==> config.mk <==
export PLATFORM = sky130hd
export DESIGN_NAME = sa_feeder_flat
export DESIGN_NICKNAME = d
export VERILOG_FILES = /design/src/rtl/sa_feeder_if.sv /design/src/rtl/sa_feeder.sv /design/src/flat_wrapper.sv
export SDC_FILE = /design/constraint.sdc
export NUM_CORES = 1
export LEC_CHECK = 0
export CORE_MARGIN = 5
export CORE_UTILIZATION = 48
export CTS_CLUSTER_DIAMETER = 100
export DETAILED_ROUTE_END_ITERATION = 8
export DONT_BUFFER_PORTS = 1
export PLACE_DENSITY = 0.7
export SKIP_CTS_REPAIR_TIMING = 1
export SLEW_MARGIN = 20
export SYNTH_ARGS = -nofsm -noshare
export SYNTH_HDL_FRONTEND = slang
export SYNTH_SLANG_ARGS = --single-unit
==> constraint.sdc <==
create_clock -name clk -period 4.93 [get_ports clk]
set_clock_uncertainty 0.15 [all_clocks]
set_input_delay 0.7395 -clock clk [delete_from_list [all_inputs] [get_ports clk]]
set_output_delay 0.7395 -clock clk [all_outputs]
set_load 0.005 [all_outputs]
==> src/rtl/sa_feeder_if.sv <==
// Handshake and edge-lane bundle between the systolic-array feeder and its
// surroundings: job control, weight/activation streams, PE edge drives.
interface sa_feeder_if #(
   parameter int ROWS   = 4,
   parameter int COLS   = 4,
   parameter int MUL_BW = 16,
   parameter int ADD_BW = 32
);
   logic                     i_start;
   logic [15:0]              i_num_vec;
   logic                     i_wt_valid;
   logic                     o_wt_ready;
   logic [COLS*MUL_BW-1:0]   i_wt_data;
   logic                     i_act_valid;
   logic                     o_act_ready;
   logic [ROWS*MUL_BW-1:0]   i_act_data;
   logic                     o_mode;
   logic [COLS*ADD_BW-1:0]   o_top;
   logic [ROWS*MUL_BW-1:0]   o_left;
   logic [ROWS-1:0]          o_left_vld;
   logic                     o_busy;
   logic                     o_done;

   modport master (
      output i_start, i_num_vec, i_wt_valid, i_wt_data, i_act_valid, i_act_data,
      input  o_wt_ready, o_act_ready, o_mode, o_top, o_left, o_left_vld, o_busy, o_done
   );

   modport slave (
      input  i_start, i_num_vec, i_wt_valid, i_wt_data, i_act_valid, i_act_data,
      output o_wt_ready, o_act_ready, o_mode, o_top, o_left, o_left_vld, o_busy, o_done
   );
endinterface

==> src/rtl/sa_feeder.sv <==
// Feeds a ROWS x COLS weight-stationary systolic array: buffers a weight tile,
// pushes it down the top edge, then streams skewed activations into the left edge.
module sa_feeder #(
   parameter int ROWS      = 4,
   parameter int COLS      = 4,
   parameter int MUL_BW    = 16,
   parameter int ADD_BW    = 32,
   parameter int DRAIN_CYC = 8
) (
   input  logic       clk,
   input  logic       rst,
   sa_feeder_if.slave bus
);
   localparam int              SW         = (ROWS > 1) ? $clog2(ROWS) : 1;
   localparam int              DRAIN_LEN  = ROWS - 1 + DRAIN_CYC;
   localparam logic [SW-1:0]   LAST_SLOT  = SW'(ROWS - 1);
   localparam logic [15:0]     DRAIN_LAST = 16'(DRAIN_LEN - 1);

   typedef enum logic [2:0] {IDLE, WT_COLLECT, WT_PUSH, STREAM, DRAIN, DONE} state_t;

   state_t                 state;
   logic [SW-1:0]          slot;
   logic [15:0]            num_vec;
   logic [15:0]            vec_cnt;
   logic [15:0]            drain_cnt;
   logic [COLS*MUL_BW-1:0] wt_buf [ROWS];
   logic                   wt_hs;
   logic                   act_hs;

   function automatic logic [COLS*ADD_BW-1:0] zext_row(input logic [COLS*MUL_BW-1:0] row);
      logic [COLS*ADD_BW-1:0] res;
      res = '0;
      for (int c = 0; c < COLS; c++)
         res[c*ADD_BW +: ADD_BW] = ADD_BW'(row[c*MUL_BW +: MUL_BW]);
      return res;
   endfunction

   assign wt_hs  = bus.i_wt_valid && bus.o_wt_ready;
   assign act_hs = bus.i_act_valid && bus.o_act_ready;

   always_ff @(posedge clk) begin
      if (wt_hs)
         wt_buf[slot] <= bus.i_wt_data;
   end

   // slot counts up while collecting, then back down while pushing so the
   // last-collected row enters the top edge first and settles in the top PE row.
   always_ff @(posedge clk) begin
      if (rst) begin
         state           <= IDLE;
         slot            <= '0;
         num_vec         <= '0;
         vec_cnt         <= '0;
         drain_cnt       <= '0;
         bus.o_mode      <= 1'b1;
         bus.o_top       <= '0;
         bus.o_wt_ready  <= 1'b0;
         bus.o_act_ready <= 1'b0;
         bus.o_busy      <= 1'b0;
         bus.o_done      <= 1'b0;
      end else begin
         case (state)
            IDLE: begin
               if (bus.i_start) begin
                  state          <= WT_COLLECT;
                  num_vec        <= bus.i_num_vec;
                  slot           <= '0;
                  vec_cnt        <= '0;
                  bus.o_wt_ready <= 1'b1;
                  bus.o_busy     <= 1'b1;
               end
            end
            WT_COLLECT: begin
               if (wt_hs) begin
                  if (slot == LAST_SLOT) begin
                     state          <= WT_PUSH;
                     bus.o_wt_ready <= 1'b0;
                     bus.o_mode     <= 1'b0;
                     bus.o_top      <= zext_row(bus.i_wt_data);
                  end else begin
                     slot <= slot + SW'(1);
                  end
               end
            end
            WT_PUSH: begin
               if (slot != '0) begin
                  slot      <= slot - SW'(1);
                  bus.o_top <= zext_row(wt_buf[slot - SW'(1)]);
               end else begin
                  bus.o_mode <= 1'b1;
                  bus.o_top  <= '0;
                  if (num_vec != 16'd0) begin
                     state           <= STREAM;
                     bus.o_act_ready <= 1'b1;
                  end else begin
                     state      <= DONE;
                     bus.o_done <= 1'b1;
                  end
               end
            end
            STREAM: begin
               if (act_hs) begin
                  vec_cnt <= vec_cnt + 16'd1;
                  if (vec_cnt == num_vec - 16'd1) begin
                     bus.o_act_ready <= 1'b0;
                     drain_cnt       <= '0;
                     if (DRAIN_LEN == 0) begin
                        state      <= DONE;
                        bus.o_done <= 1'b1;
                     end else begin
                        state <= DRAIN;
                     end
                  end
               end
            end
            DRAIN: begin
               if (drain_cnt == DRAIN_LAST) begin
                  state      <= DONE;
                  bus.o_done <= 1'b1;
               end else begin
                  drain_cnt <= drain_cnt + 16'd1;
               end
            end
            DONE: begin
               state      <= IDLE;
               bus.o_done <= 1'b0;
               bus.o_busy <= 1'b0;
            end
            default: state <= IDLE;
         endcase
      end
   end

   // Triangular skew: row r delays its lane by r extra cycles; idle cycles inject zero bubbles.
   for (genvar r = 0; r < ROWS; r++) begin : g_row
      logic [MUL_BW-1:0] dat_p [r+1];
      logic              vld_p [r+1];

      always_ff @(posedge clk) begin
         if (rst) begin
            for (int s = 0; s <= r; s++) begin
               dat_p[s] <= '0;
               vld_p[s] <= 1'b0;
            end
         end else begin
            dat_p[0] <= act_hs ? bus.i_act_data[r*MUL_BW +: MUL_BW] : '0;
            vld_p[0] <= act_hs;
            for (int s = 1; s <= r; s++) begin
               dat_p[s] <= dat_p[s-1];
               vld_p[s] <= vld_p[s-1];
            end
         end
      end

      assign bus.o_left[r*MUL_BW +: MUL_BW] = dat_p[r];
      assign bus.o_left_vld[r]              = vld_p[r];
   end
endmodule

==> src/flat_wrapper.sv <==
// flat-port wrapper written by rule: the top's interface ports become plain ports
module sa_feeder_flat 
#(
   parameter int ROWS      = 4,
   parameter int COLS      = 4,
   parameter int MUL_BW    = 16,
   parameter int ADD_BW    = 32,
   parameter int DRAIN_CYC = 8
)
  (clk, rst, bus_i_start, bus_i_num_vec, bus_i_wt_valid, bus_i_wt_data, bus_i_act_valid, bus_i_act_data, bus_o_wt_ready, bus_o_act_ready, bus_o_mode, bus_o_top, bus_o_left, bus_o_left_vld, bus_o_busy, bus_o_done);
  sa_feeder_if #(.ROWS(ROWS), .COLS(COLS), .MUL_BW(MUL_BW), .ADD_BW(ADD_BW)) bus_i ();
  input  logic clk;
  input  logic rst;
  input wire logic [$bits(bus_i.i_start)-1:0] bus_i_start;
  input wire logic [$bits(bus_i.i_num_vec)-1:0] bus_i_num_vec;
  input wire logic [$bits(bus_i.i_wt_valid)-1:0] bus_i_wt_valid;
  input wire logic [$bits(bus_i.i_wt_data)-1:0] bus_i_wt_data;
  input wire logic [$bits(bus_i.i_act_valid)-1:0] bus_i_act_valid;
  input wire logic [$bits(bus_i.i_act_data)-1:0] bus_i_act_data;
  output wire logic [$bits(bus_i.o_wt_ready)-1:0] bus_o_wt_ready;
  output wire logic [$bits(bus_i.o_act_ready)-1:0] bus_o_act_ready;
  output wire logic [$bits(bus_i.o_mode)-1:0] bus_o_mode;
  output wire logic [$bits(bus_i.o_top)-1:0] bus_o_top;
  output wire logic [$bits(bus_i.o_left)-1:0] bus_o_left;
  output wire logic [$bits(bus_i.o_left_vld)-1:0] bus_o_left_vld;
  output wire logic [$bits(bus_i.o_busy)-1:0] bus_o_busy;
  output wire logic [$bits(bus_i.o_done)-1:0] bus_o_done;
  assign bus_i.i_start = bus_i_start;
  assign bus_i.i_num_vec = bus_i_num_vec;
  assign bus_i.i_wt_valid = bus_i_wt_valid;
  assign bus_i.i_wt_data = bus_i_wt_data;
  assign bus_i.i_act_valid = bus_i_act_valid;
  assign bus_i.i_act_data = bus_i_act_data;
  assign bus_o_wt_ready = bus_i.o_wt_ready;
  assign bus_o_act_ready = bus_i.o_act_ready;
  assign bus_o_mode = bus_i.o_mode;
  assign bus_o_top = bus_i.o_top;
  assign bus_o_left = bus_i.o_left;
  assign bus_o_left_vld = bus_i.o_left_vld;
  assign bus_o_busy = bus_i.o_busy;
  assign bus_o_done = bus_i.o_done;
  sa_feeder #(.ROWS(ROWS), .COLS(COLS), .MUL_BW(MUL_BW), .ADD_BW(ADD_BW), .DRAIN_CYC(DRAIN_CYC)) u_core (.clk(clk), .rst(rst), .bus(bus_i));
endmodule
==> results.tsv, run 1 <==
metric	value	unit
peakVddDrop	0.343	mV
power_leakage	7.42	nW
run_status	finished clean	
placed_cells	1930	
period_share	67.0	%
power.internal	7.33	mW
hold_class	primary input to flip-flop	
synth-edff-count	256	
overflow	0	
area_growth	8.41	%
p_sw_share	20.1	%
antenna_left	0	
synth_compound_area_share	6.98	%
pwr-share-seq	52.2	%
fin_tns_setup	0	ns
synth_mux_area_share	7.22	%
layout.cells.non_filler	2024	
drt_iter0_markers	792	
io_pins	350	
path_max_fanout	17	
layout_common_cells	285 x dfxtp_1, 256 x edfxtp_1, 112 x nor2_1, 105 x nor2b_1, 67 x and2_1	
setup-violations-final	0	
power.density	415	mW/mm^2
synth_area_leaders	edfxtp_1 38%, dfxtp_1 28%, mux4_2 7.1%	
dr.pass1.iters	5	
slew_viol_final	0	
rsz0062_at_grt	no	
start_util	48.6	%
track_usage	17.2	%
ys_types	64	
async_flop_share	0	%
vias	11051	
synthCells	1508	
die_x	216	microns
cts_tree	yes	
antenna_found_initial	1	
cp-end-kind	flip-flop	
clkTransAtPathRegs	0.06	ns
yosysTopAreaCell	edfxtp_1	
fp-row-count	75	
crit_slowest_cell	nor4_4	
final_common_cell	dfxtp_1	
synth_top_area_share	37.7	%
cts_root_buf	clkbuf_16	
io_buffers	0	
clock-sinks	542	
yosys_warnings	0	
place.gp.congestion	0.826	
dominantRegCellSynth	dfxtp_1	
critPathLaunchType	flip-flop	
crit_chain	inv_1 > ha_1 > nor4b_1 > nor2_1 > nor4_1 > a41oi_1 > nor4_4 > nor3_1	
drive_gt1_share	12.0	%
syn_area_per_cell	13.5	sq um
power.share.clock	44.8	%
synth_seq_cells	542	
synthAdderAreaFrac	0.552	%
max-slew-margin-rel	23.0	%
chipHeight	216	microns
hold_viol_final	0	
r2r_setup_slack	1.63	ns
max_freq	0.303	GHz
post-route-drc-count	0	
dp_hpwl	24.9	mm
ys_seq_area_share	65.8	%
fin_crit	3.30	ns
htreeDepth	2	
yosys.area_share.simple	11.7	%
clockBufferDepth	3	
grt_start_max_net_pins	213	
wl_per_cell	20.4	microns
grt_pass1_vias	11155	
worstSetupPathType	flip-flop to flip-flop	
syn_area	0.0204	sq mm
finalNetCount	1604	
synth_top_family_by_area	simple AND/OR/NAND/NOR gates	
p_comb_share	3.0	%
slowest_delay	1.00	ns
arrival	3.56	ns
p_sw	1.84	mW
core-area	0.0419	sq mm
clock_latency	0.58	ns
tightest_slew	1.15	ns
via_per_inst	5.46	
drt-total-wl	41.4	mm
cts_buffers	53	
crit_required	5.19	ns
synth_xor_xnor_area_share	1.93	%
grt_pass1_wl	64.0	mm
die-area	0.0467	sq mm
drv_cap	0	
synth_stat cells (5+ instances only):
cell,n
o21ai_0,5
a211oi_1,66
nand3_1,15
nand2b_1,6
clkbuf_1,79
buf_2,7
edfxtp_1,256
nor4_1,6
inv_1,18
nor2b_1,105
nor3b_1,6
nand4_1,11
and3_1,13
dfxtp_1,286
nor2_1,115
xor2_1,17
a22oi_1,64
nand2_1,48
nor3_1,28
xnor2_1,28
buf_4,101
mux4_2,64
ha_1,9
a21oi_1,33
and2_1,67
cell type report:
type | instances | area [sq um]
Multi-Input combinational cell | 820 | 6070
Timing Repair Buffer | 11 | 95.1
Inverter | 18 | 67.6
Tap cell | 539 | 674
Clock buffer | 65 | 1450
Sequential cell | 542 | 13400
Fill cell | 3444 | 19800
Antenna cell | 1 | 2.50
Clock inverter | 28 | 330
power groups by stage:
stage	clock (mW)	combinational (mW)	sequential (mW)
6_report	4.11	0.275	4.79
5_1_grt	4.42	0.303	4.79
4_1_cts	4.22	0.277	4.79
3_5_place_dp	0	0.276	4.89
3_3_place_gp	0	0.271	4.88
2_1_floorplan	0	0.297	4.87
sequential cells by signal, summed over array words and instances, names as in the netlist:
signal / cells
u_core.drain_cnt: 16
u_core.g_row.dat_p: 160
u_core.num_vec: 16
u_core.wt_buf: 256
u_core.bus.o_mode: 1
u_core.bus.o_wt_ready: 1
u_core.g_row.vld_p: 4
u_core.vec_cnt: 16
u_core.bus.o_act_ready: 1
u_core.state: 3
u_core.slot: 2
u_core.bus.o_busy: 1
u_core.bus.o_top: 64
u_core.bus.o_done: 1
final timing paths:
kind | end | cells past startpoint | start
min | u_core.g_row[3].dat_p[3][13] | 1 | rst
min reg2reg | u_core.g_row[3].dat_p[3][13] | 1 | u_core.g_row[3].dat_p[2][13]
max | u_core.drain_cnt[14] | 8 | u_core.num_vec[0]
max reg2reg | u_core.drain_cnt[14] | 8 | u_core.num_vec[0]
routing by layer:
metal / up-vias / global-route usage [%] / share of wire (%)
met5: - / 0 / 0
met4: 0 / 6.11 / 2.8
met3: 76 / 6.46 / 9.4
met2: 363 / 28.5 / 49
met1: 5455 / 20.8 / 39
li1: 5157 / - / -
critical path, delay by kind of cell, from the launching register on:
family	cells	cell delay [ns]
compound gates	1	0.19
fa+ha+maj	1	0.21
buf+inv	1	0.11
flops	1	0.38
simple gates	5	2.10
through the flow:
stage,setup WS [ns],power (mW),cell area [sq um],utilization [%],hold slack [ns]
after floorplan,0.827,5.16,20600,-,0.264
after global placement,1.88,5.16,20300,48.4,0.267
after detailed placement,1.71,5.16,20300,48.4,0.270
after CTS,1.68,9.28,22100,52.7,0.0452
after global routing,1.45,9.51,22100,52.7,0.0442
final,1.63,9.17,22100,52.7,0.0821
cell families after synthesis:
family	Yosys count
adders and majority gates	9
AOI/OAI and AO/OA	195
buffers and inverters	209
and+or+nand+nor	440
DFF	542
other	1
xor gates and xnor gates	45
muxes	67
No activity file was read; power rests on OpenSTA's default activity.
==> run 2: changes to the inputs <==
==> constraint.sdc (replaced) <==
create_clock -name clk -period 3.16 [get_ports clk]
set_clock_uncertainty 0.15 [all_clocks]
set_input_delay 0.474 -clock clk [delete_from_list [all_inputs] [get_ports clk]]
set_output_delay 0.474 -clock clk [all_outputs]
set_load 0.005 [all_outputs]
==> run 2 against run 1 <==
Compared with the run above:
- combinational power grew to 2.5 times the previous value
- critical path depth rose by 1
- utilization up 5.4 points
- count of clock-buffer cells in the layout grew 11
- final area up 10%
- cell count increased by 11%
- sequential cell count did not move
- first-iteration DRC count rose by 4.7%
- via count increased by 9.6%
- die area unchanged
- fmax increased by 22%
- critical endpoint is now u_core.drain_cnt[0]
==> results.tsv, run 2 (same netlist as run 1, synthesis figures left out) <==
metric	value	unit	change
max_freq	0.369	GHz	+22%
grt_pass1_vias	11175		+0.18%
path_max_fanout	17		unchanged
setup-violations-final	0		unchanged
clkTransAtPathRegs	0.06	ns	about the same
peakVddDrop	0.527	mV	+54%
cts_buffers	54		+1.9%
area_growth	19.6	%	
core-area	0.0419	sq mm	unchanged
vias	12112		+9.6%
power.density	591	mW/mm^2	+42%
top_register	u_core.wt_buf		
cp-end-kind	flip-flop		
htreeDepth	2		unchanged
critPathLaunchType	flip-flop		
overflow	0		unchanged
clockBufferDepth	3		unchanged
final_common_cell	dfxtp_1		
hold_viol_final	0		unchanged
cts_tree	yes		
antenna_left	0		unchanged
drive_gt1_share	11.4	%	-0.57 points
fin_crit	2.71	ns	-0.595 ns
grt_start_max_net_pins	213		unchanged
io_pins	350		unchanged
drt-total-wl	46.2	mm	+12%
tightest_slew	0.755	ns	-0.400 ns
antenna_found_initial	1		unchanged
fp-row-count	75		unchanged
r2r_setup_slack	0.45	ns	-1.18 ns
grt_pass1_wl	64.7	mm	+1.1%
io_buffers	0		unchanged
dp_hpwl	26.1	mm	+4.8%
rsz0062_at_grt	no		
p_total	14.4	mW	+57%
hold_class	primary input to flip-flop		
arrival	2.98	ns	-0.58 ns
cts_root_buf	clkbuf_16		
track_usage	17.3	%	+0.053 points
pre_cts_slack	0.540	ns	-1.17 ns
dr.pass1.iters	5		unchanged
place.gp.congestion	0.813		-1.5%
max-slew-margin-rel	49.7	%	+27 points
finalNetCount	1821		+14%
drv_cap	0		unchanged
largest_reg_flops	256		unchanged
die-area	0.0467	sq mm	unchanged
fin_tns_setup	0	ns	unchanged
run_status	finished clean		
slew_viol_final	0		unchanged
period_share	85.7	%	+19 points
top_regs	u_core.wt_buf (256), u_core.g_row.dat_p (160), u_core.bus.o_top (64)		
via_per_inst	5.39		-1.3%
clock-sinks	542		unchanged
power_leakage	8.53	nW	+15%
wl_per_cell	20.6	microns	+0.67%
drt_iter0_markers	829		+4.7%
chipHeight	216	microns	unchanged
clock_latency	0.57	ns	about the same
layout_common_cells	285 x dfxtp_1, 256 x edfxtp_1, 203 x dlygate4sd3_1, 112 x nor2_1, 105 x nor2b_1		
die_x	216	microns	unchanged
worstSetupPathType	flip-flop to flip-flop		
crit_required	3.43	ns	-1.76 ns
post-route-drc-count	0		unchanged
setup_ws	0.451	ns	-1.18 ns
start_util	48.6	%	unchanged
## run 2: final cells by class
class | instances | area, sq um
Fill cell | 3229 | 17600
Tap cell | 539 | 674
Sequential cell | 542 | 13400
Clock inverter | 24 | 220
Timing Repair Buffer | 227 | 2390
Multi-Input combinational cell | 820 | 6080
Antenna cell | 2 | 5.00
Clock buffer | 76 | 1540
Inverter | 18 | 67.6
## run 2: critical path: stages (launching register included)
cell and delay [ns]:
dfxtp_1 0.38, inv_1 0.12, ha_1 0.20, nor3b_1 0.41, nand4_1 0.16, a32oi_1 0.41, o21ai_0 0.23, nor4_4 0.16
buf_4 0.26, nor3_1 0.08
## run 2: power breakdown
part | total [mW] | leakage [nW] | switching, mW | internal, mW
clock network | 6.27 | 0.850 | 2.63 | 3.65
registers | 7.46 | 4.62 | 0.0455 | 7.41
logic | 0.690 | 3.06 | 0.358 | 0.333
total | 14.4 | 8.53 | 3.03 | 11.4
## run 2: final timing paths
kind                                     start                           end  depth (start not counted)
setup / recovery             u_core.num_vec[0]           u_core.drain_cnt[0]                          9
hold / removal               bus_i_wt_data[14]          u_core.bus.o_top[14]                          2
setup reg to reg             u_core.num_vec[0]           u_core.drain_cnt[0]                          9
hold reg to reg   u_core.g_row[2].dat_p[0][28]  u_core.g_row[2].dat_p[0][44]                          1
## run 2: through the flow
stage	utilization, %	instance area (sq um)	hold WS [ns]	cells
3_5_place_dp	49.0	20600	0.270	1942
5_1_grt	58.1	24400	0.00356	2247
2_1_floorplan	-	20600	0.264	1571
4_1_cts	53.2	22300	-0.208	2042
3_3_place_gp	49.0	20600	0.266	1942
6_report	58.2	24400	0.0324	2248
## run 2: layer usage
layer	up-vias	global-route usage, %	routed length [microns]
met5	-	0	0
met4	0	4.09	735
met3	56	6.77	3900
met2	406	28.1	23100
met1	6042	22.0	18500
li1	5608	-	-
